===== src/rtl/dpll_pkg.sv =====
// Shared types and default widths for the DPLL trim controller.
package dpll_pkg;

  typedef enum logic [1:0] {
    IDLE,
    ARM,
    TRACK
  } state_e;

  localparam int unsigned TRIM_W_DEF = 26;
  localparam int unsigned CNT_W_DEF  = 8;

endpackage


===== src/rtl/dpll_sync2.sv =====
// Two-flop synchroniser bringing the asynchronous reference into the clock domain.
module dpll_sync2 (
  input  logic clock,
  input  logic reset,
  input  logic d,
  output logic q
);

  logic s1_q, s2_q;

  always_ff @(posedge clock or posedge reset) begin
    if (reset) begin
      s1_q <= 1'b0;
      s2_q <= 1'b0;
    end else begin
      s1_q <= d;
      s2_q <= s1_q;
    end
  end

  assign q = s2_q;

endmodule


===== src/rtl/dpll_trim_ctrl.sv =====
// Frequency-locking trim controller: measures oscillator cycles per reference
// period and steps a thermometer-coded trim toward the target count.
module dpll_trim_ctrl
  import dpll_pkg::*;
#(
  parameter int unsigned TRIM_W = TRIM_W_DEF,
  parameter int unsigned CNT_W  = CNT_W_DEF,
  parameter int unsigned TOL    = 1,
  parameter int unsigned LOCK_N = 4
) (
  input  logic                          clock,
  input  logic                          reset,
  input  logic                          enable,
  input  logic                          ref_clk,
  input  logic [CNT_W-1:0]              div,
  output logic [TRIM_W-1:0]             trim,
  output logic [$clog2(TRIM_W+1)-1:0]   tval,
  output logic                          locked
);

  localparam int unsigned TV_W = $clog2(TRIM_W + 1);
  localparam int unsigned LC_W = $clog2(LOCK_N + 1);
  localparam int unsigned CW1  = CNT_W + 1;

  localparam logic [TV_W-1:0]  TV_MAX  = TV_W'(TRIM_W);
  localparam logic [TV_W-1:0]  TV_RST  = TV_W'(TRIM_W / 2);
  localparam logic [TV_W-1:0]  TV_ONE  = TV_W'(1);
  localparam logic [LC_W-1:0]  LC_MAX  = LC_W'(LOCK_N);
  localparam logic [LC_W-1:0]  LC_ONE  = LC_W'(1);
  localparam logic [CNT_W-1:0] CNT_ONE = CNT_W'(1);
  localparam logic [CW1-1:0]   TOL_X   = CW1'(TOL);

  function automatic logic [TRIM_W-1:0] therm(input logic [TV_W-1:0] n);
    logic [TRIM_W-1:0] t;
    t = '0;
    for (int unsigned i = 0; i < TRIM_W; i++) t[i] = (i < 32'(n));
    return t;
  endfunction

  logic ref_s, ref_e_q, ref_e_d, edge_det;

  dpll_sync2 u_sync (
    .clock (clock),
    .reset (reset),
    .d     (ref_clk),
    .q     (ref_s)
  );

  state_e            state_q, state_d;
  logic [CNT_W-1:0]  cnt_q, cnt_d;
  logic [TV_W-1:0]   tval_q, tval_d;
  logic [TRIM_W-1:0] trim_q, trim_d;
  logic [LC_W-1:0]   lcnt_q, lcnt_d;
  logic              locked_q, locked_d;
  logic [CW1-1:0]    p_x, div_x;
  logic              fast, slow;

  assign edge_det = ref_s & ~ref_e_q;
  assign p_x      = {1'b0, cnt_q};
  assign div_x    = {1'b0, div};
  assign fast     = p_x > (div_x + TOL_X);
  assign slow     = (p_x + TOL_X) < div_x;

  always_comb begin
    ref_e_d = ref_s;
    state_d = state_q;
    tval_d  = tval_q;
    lcnt_d  = lcnt_q;
    cnt_d   = edge_det ? CNT_ONE : ((cnt_q == '1) ? cnt_q : cnt_q + CNT_ONE);

    // Dropping enable wins over any evaluation in the same cycle, freezing trim.
    if (!enable) begin
      state_d = IDLE;
      lcnt_d  = '0;
    end else begin
      case (state_q)
        IDLE:  state_d = ARM;
        ARM:   if (edge_det) state_d = TRACK;
        TRACK: begin
          if (edge_det) begin
            if (fast) begin
              if (tval_q != TV_MAX) tval_d = tval_q + TV_ONE;
              lcnt_d = '0;
            end else if (slow) begin
              if (tval_q != '0) tval_d = tval_q - TV_ONE;
              lcnt_d = '0;
            end else if (lcnt_q != LC_MAX) begin
              lcnt_d = lcnt_q + LC_ONE;
            end
          end
        end
        default: state_d = IDLE;
      endcase
    end

    trim_d   = therm(tval_d);
    locked_d = (lcnt_d == LC_MAX) && (state_d == TRACK);
  end

  always_ff @(posedge clock or posedge reset) begin
    if (reset) begin
      ref_e_q  <= 1'b0;
      state_q  <= IDLE;
      cnt_q    <= '0;
      tval_q   <= TV_RST;
      trim_q   <= therm(TV_RST);
      lcnt_q   <= '0;
      locked_q <= 1'b0;
    end else begin
      ref_e_q  <= ref_e_d;
      state_q  <= state_d;
      cnt_q    <= cnt_d;
      tval_q   <= tval_d;
      trim_q   <= trim_d;
      lcnt_q   <= lcnt_d;
      locked_q <= locked_d;
    end
  end

  assign trim   = trim_q;
  assign tval   = tval_q;
  assign locked = locked_q;

endmodule


===== config.mk =====
export PLATFORM = sky130hd
export DESIGN_NAME = dpll_trim_ctrl
export DESIGN_NICKNAME = d
export VERILOG_FILES = /design/src/rtl/dpll_pkg.sv /design/src/rtl/dpll_sync2.sv /design/src/rtl/dpll_trim_ctrl.sv
export SDC_FILE = /design/constraint.sdc
export NUM_CORES = 1
export LEC_CHECK = 0
export ABC_AREA = 1
export BUFFER_PORTS_ARGS = -buffer_cell sky130_fd_sc_hd__buf_2
export CAP_MARGIN = 10
export CORE_MARGIN = 2
export CORE_UTILIZATION = 40
export CTS_CLUSTER_SIZE = 10
export DETAILED_ROUTE_END_ITERATION = 7
export GPL_ROUTABILITY_DRIVEN = 0
export PLACE_DENSITY = 0.64
export SYNTH_ARGS = -nofsm -noshare
export SYNTH_HDL_FRONTEND = slang
export SYNTH_SLANG_ARGS = --single-unit

===== constraint.sdc =====
create_clock -name clock -period 5.08 [get_ports clock]
set_input_delay 0.508 -clock clock [delete_from_list [all_inputs] [get_ports clock]]
set_output_delay 0.508 -clock clock [all_outputs]
set_load 0.005 [all_outputs]

# Word-level counts from Yosys, hierarchy flattened

Index checks and enable logic that the tools add are counted.

Input port bits: 12
Logic and storage cells: 74
Flip-flop bits (word level): 48

Eq/ne operators: 8
Muxes and demuxes: 18
Reductions and logical operators: 3
$lt $le $gt $ge: 28
Bitwise gates (word level): 2
Add/subtract/negate cells: 6

Operators by type and width:

| operator                                                               | number |
|---|---|
| 5-bit < comparator (first input constant)                              | 10 |
| 4-bit by 5-bit < comparator with 1-bit output (first input constant)   | 8 |
| 5-bit 2-to-1 mux                                                       | 7 |
| 3-bit by 5-bit < comparator with 1-bit output (first input constant)   | 4 |
| 8-bit by 1-bit adder with 9-bit output (second input constant)         | 2 |
| 3-bit 2-to-1 mux                                                       | 6 |
| 8-bit 2-to-1 mux                                                       | 2 |
| 1-bit by 5-bit < comparator with 1-bit output (first input constant)   | 2 |
| 2-bit by 5-bit < comparator with 1-bit output (first input constant)   | 2 |
| 8-bit by 9-bit > comparator with 1-bit output                          | 1 |
| 9-bit by 8-bit < comparator with 1-bit output                          | 1 |
| 8-bit by 1-bit adder with 8-bit output (second input constant)         | 1 |
| 8-bit equality test (second input constant)                            | 1 |
| 2-bit case mux with 3 select lines                                     | 1 |
| 5-bit by 1-bit adder with 5-bit output (second input constant)         | 1 |
| 5-bit inequality test (second input constant)                          | 1 |
| 5-bit nonzero test                                                     | 1 |
| 5-bit by 1-bit subtractor with 5-bit output (second input constant)    | 1 |
| 2-bit equality test (second input constant)                            | 2 |
| 2-bit 2-to-1 mux                                                       | 2 |
| 3-bit by 1-bit adder with 3-bit output (second input constant)         | 1 |
| 3-bit equality test (second input constant)                            | 1 |
| 3-bit inequality test (second input constant)                          | 1 |
| 2-bit by 1-bit equality test with 1-bit output (second input constant) | 1 |
| other kinds (5)                                                        | 5 |

# Logic depth before layout (Yosys ltp)

Word-level depth: 9
Depth in mapped cells: 23
Depth with buffers taken out: 23

# Cells and area by module

Synthesis repeated with hierarchy kept, for this count alone.

Cells, all modules: 341
Area total of the unflattened synthesis: 2844.0 µm²

Modules (own cells, without submodules):

| module         | seq. area each (µm²) | cells each | instances | area each (µm²) |
|---|---|---|---|---|
| dpll_trim_ctrl | 1146.1               | 338        | 1         | 2790.2 |
| dpll_sync2     | 50.0                 | 3          | 1         | 53.8 |

# Worst setup path after synthesis

No wires, ideal clock.

Path type: input-to-reg
Start point: input port div[0]
End point: register trim_q[20] (netlist: trim[20])
Setup time: 0.113 ns
Setup slack: 2.418 ns
Data required time: 4.967 ns
Path buffers: 0
Stages: 19
Data arrival time: 2.549 ns
Cell sequence: inv_1 -> nor3_1 -> nand3_1 -> nor3_1 -> xor2_1 -> ha_1 -> nand3_1 -> nor2_1 -> nor2_4 -> nand2_4 -> nand2_4 -> nand2_2 -> nand3_2 -> nand2_4 -> inv_2 -> nor2_1 -> nand3_1 -> nand2_1 -> inv_1

Cells in the longest elaborated chain, start to end: 7

Ends and longest elaborated chain:

| what                                                                                                    | RTL line                                   | source |
|---|---|---|
| start: declaration                                                                                      | dpll_trim_ctrl.sv:15                       | `input logic [CNT_W-1:0] div,` |
| 8-bit by 1-bit adder with 9-bit output or 9-bit by 8-bit < comparator with 1-bit output (tied branches) | dpll_trim_ctrl.sv:61, dpll_trim_ctrl.sv:62 |  |
| 8-bit by 9-bit > comparator with 1-bit output or 5-bit 2-to-1 mux (tied branches)                       | dpll_trim_ctrl.sv:61, dpll_trim_ctrl.sv:84 |  |
| 5-bit 2-to-1 mux (*)                                                                                    | dpll_trim_ctrl.sv:81                       | `if (fast) begin` |
| 5-bit 2-to-1 mux (*)                                                                                    | dpll_trim_ctrl.sv:80                       | `if (edge_det) begin` |
| 5-bit 2-to-1 mux (*)                                                                                    | dpll_trim_ctrl.sv:76                       | `case (state_q)` |
| 5-bit 2-to-1 mux (*)                                                                                    | dpll_trim_ctrl.sv:72                       | `if (!enable) begin` |
| via tval_d[2]                                                                                           | dpll_trim_ctrl.sv:51                       | `logic [TV_W-1:0] tval_q, tval_d;` |
| 5-bit < comparator (*)                                                                                  | dpll_trim_ctrl.sv:36                       | `for (int unsigned i = 0; i < TRIM_W; i++) t[i] = (i < 32'(n));` |
| via trim_d[20]                                                                                          | dpll_trim_ctrl.sv:52                       | `logic [TRIM_W-1:0] trim_q, trim_d;` |
| end signal: assignment                                                                                  | dpll_trim_ctrl.sv:106                      | `trim_q <= therm(TV_RST);` |
| end signal: assignment                                                                                  | dpll_trim_ctrl.sv:114                      | `trim_q <= trim_d;` |
| end: declaration                                                                                        | dpll_trim_ctrl.sv:52                       |  |

Mark *: on every way through the listed nets, which the timed path passes. The rest lies on a longest branch.
A chain may end at the register's enable or synchronous reset.

# Worst setup path after layout

Start point: register cnt_q[2]
End point: register trim_q[16] (netlist: trim[16])

Cells in the longest elaborated chain, start to end: 8

Ends and longest elaborated chain:

| what                                          | RTL line              | source |
|---|---|---|
| start: declaration                            | dpll_trim_ctrl.sv:50  | `logic [CNT_W-1:0] cnt_q, cnt_d;` |
| start signal: assignment                      | dpll_trim_ctrl.sv:112 | `cnt_q <= cnt_d;` |
| 8-bit by 1-bit adder with 9-bit output        | dpll_trim_ctrl.sv:62  | `assign slow = (p_x + TOL_X) < div_x;` |
| 9-bit by 8-bit < comparator with 1-bit output | dpll_trim_ctrl.sv:62  |  |
| 5-bit 2-to-1 mux                              | dpll_trim_ctrl.sv:84  | `end else if (slow) begin` |
| 5-bit 2-to-1 mux (*)                          | dpll_trim_ctrl.sv:81  |  |
| 5-bit 2-to-1 mux (*)                          | dpll_trim_ctrl.sv:80  |  |
| 5-bit 2-to-1 mux (*)                          | dpll_trim_ctrl.sv:76  |  |
| 5-bit 2-to-1 mux (*)                          | dpll_trim_ctrl.sv:72  |  |
| via tval_d[2]                                 | dpll_trim_ctrl.sv:51  |  |
| 5-bit < comparator (*)                        | dpll_trim_ctrl.sv:36  |  |
| via trim_d[16]                                | dpll_trim_ctrl.sv:52  |  |

Marks and branches as above.

==> impl_metrics.py <==
metrics = {
    "logic_synthesis": {
        "yosysMostFrequentCell": "nand2_1",
        "synth_area_leaders": "dfrtp_1, dfstp_2, ha_1, nand2_1, inv_1",
        "async_flop_share_pct": 100,
        "yosysTopAreaCellShare_pct": 27.3,
        "synth_edf_count": 0,
        "synth_area_per_cell_sq_um": 8.35,
        "synth_top_cell_by_area": "dfrtp_1",
        "syn_area_sq_um": 2840,
        "yosys_warnings": 0,
        "ys_types": 32,
        "synth_commonest_cells": "nand2_1, inv_1, dfrtp_1",
        "syn_nets": 375,
        "synth_cells": 340,
        "ys_seq_area_share_pct": 42.1,
        "ys.flop_type": "dfrtp_1",
        "ys_seq_elements": 47,
    },
    "timing": {
        "whs_ps": 323,
        "setup_tns_ps": 0,
        "min_period_ps": 2960,
        "rsz0062_at_grt": "false",
        "slew_viol_final": 0,
        "finalHoldViolations": 0,
        "worst_pin_slew_ps": 939,
        "min_period_over_period_pct": 58.2,
        "fin_skew_ps": 11.8,
        "max_slew_margin_pct": 37.3,
        "clock.fmax_mhz": 338,
        "setup_violations": 0,
    },
    "cts": {
        "cts.path.max_buffers": 2,
        "cts_inserted_buffers": 5,
        "clk_latency_ps": 300,
        "cts-root-buf": "clkbuf_8",
        "tritoncts": "yes",
        "cts_sinks": 47,
        "postCtsSetupBuffers": 0,
        "cts_resized": 0,
        "hold_buffers": 0,
        "clk_pin_slew_ps": 90,
        "h-tree-depth": 2,
    },
    "die": {
        "core_area_sq_um": 6830,
        "io_pins": 44,
        "chipHeight_microns": 88.3,
        "start_util_pct": 41.6,
        "die_w_microns": 88.3,
        "rows": 30,
        "fp.dieArea_sq_um": 7790,
    },
    "global_routing": {
        "grt_util_all_layers_pct": 15.7,
        "grt_pass1_wl_mm": 9.67,
        "grt-ovfl-total": 0,
        "grt_pass1_vias": 2180,
        "antenna_found_initial": 0,
        "grt_max_degree": 48,
    },
    "finish": {
        "fill_cells": 698,
        "finalNonFillerCells": 485,
        "design_area_sq_um": 3260,
        "insertedDiodeCount": 0,
        "multi_input_area_sq_um": 1410,
        "regArea_sq_um": 1200,
        "final_nets": 423,
        "layout-drive-gt1-share_pct": 27.5,
        "area_growth_pct": 14.9,
    },
    "place": {
        "hpwl_mm": 4.40,
        "portBuffers": 43,
        "placed_cell_area_sq_um": 3160,
        "dp.cells": 477,
    },
    "worst_setup_path": {
        "crit_type": "reg -> reg",
        "critPathMaxFanout": 8,
        "cp-end-kind": "register",
        "cp-start-kind": "register",
        "arrival_ps": 3130,
        "cp.required_ps": 5250,
    },
    "detailed_routing": {
        "drt_iter0_markers": 72,
        "wl_per_cell_microns": 11.5,
        "dr.pass1.iters": 4,
        "ant_nets": 0,
        "num_vias": 2259,
        "drc": 0,
        "via_per_inst": 4.66,
        "finalWirelength_mm": 5.57,
    },
    "power": {
        "power_leakage_uw": 0.00182,
        "powerDensity_nw_per_um2": 318,
        "vdd_drop_max_uv": 161,
    },
    "outcome": {
        "status": "finished, final reports clean",
    },
    "worst_hold_path": {
        "hold_path_class": "in -> reg",
    },
    "run": {
        "maxCapViolCount": 0,
    },
}
report_power, final:
part	total, uW	internal (uW)	leakage [uW]	switching, uW
clock network	245	127	0.0000539	118
registers	470	436	0.000582	34.5
logic	323	122	0.00118	201
cell families (layout without fill, tap and decap cells):
group,after synthesis,in the layout,synth area share (%)
xor gates and xnor gates,12,12,3.70
adders and majority gates,23,23,10.1
DFF,47,47,42.1
buffers and inverters,59,108,8.24
AOI/OAI and AO/OA,30,30,6.04
and+or+nand+nor,169,169,29.8
through the flow:
stage | power, uW | util, % | worst slack, ps
2_1_floorplan | 703 | - | 2420
3_3_place_gp | 797 | 46.3 | 2020
3_5_place_dp | 801 | 46.3 | 1940
4_1_cts | 1050 | 47.8 | 2110
5_1_grt | 1120 | 47.8 | 1730
6_report | 1040 | 47.8 | 2120
path summary, 6_finish.rpt:
path / start / endpoint / slack (ps) / depth (start not counted)
setup / recovery: cnt_q[2] / trim[16] / 2120 / 20
max in group asynchronous: reset / trim[13] / 4070 / 2
setup reg to reg: cnt_q[2] / trim[16] / 2120 / 20
hold reg to reg: u_sync.s1_q / u_sync.q / 350 / 0
hold / removal: ref_clk / u_sync.s1_q / 320 / 1
min in group asynchronous: reset / cnt_q[7] / 420 / 2
metal layers:
metal | GRT usage (%) | wire, microns | vias to the layer above
met2 | 25.8 | 2670 | 35
met5 | 0 | 0 | -
met1 | 21.0 | 2690 | 1057
met4 | 5.10 | 48 | 0
li1 | - | - | 1163
met3 | 2.71 | 157 | 4
worst max-delay path: stages (launching register included):
cell	delay, ps
dfrtp_1	430
nand3_1	120
nor2_1	170
nand3_1	140
o21ai_0	250
inv_1	70
ha_1	310
a21oi_1	180
nand3_1	130
inv_2	100
nand2_4	80
inv_1	80
nand2_1	50
nand2_1	80
nand2_2	60
nand3_2	70
nand2_4	110
nor2_4	180
nand2_1	80
nand2_2	80
o21ai_1	70
cell usage in the layout, fill, tap and decap left out, types with 8 or more instances in the layout:
master    n
nand2_1  76
inv_1    48
buf_2    43
dfrtp_1  31
nor2_1   27
nand3_1  26
ha_1     23
dfstp_2  16
o21ai_0  10
xor2_1   10
nand2_4   8
state kept, by name (all words and copies together), names as in the netlist:
name and cells:
u_sync.q 1, ref_e_q 1, u_sync.s1_q 1, state_q 2, locked 1, tval 4, cnt_q 8, trim 26
lcnt_q 3
layout make-up:
class	count	share of cell area, %
tap	96	3.68
timing repair buffer	43	6.59
inverter	57	6.71
multi-input combinational	234	43.2
clock buffer	7	2.99
sequential	47	36.6
clock inverter	1	0.192
(Power assumes the default switching activity.)
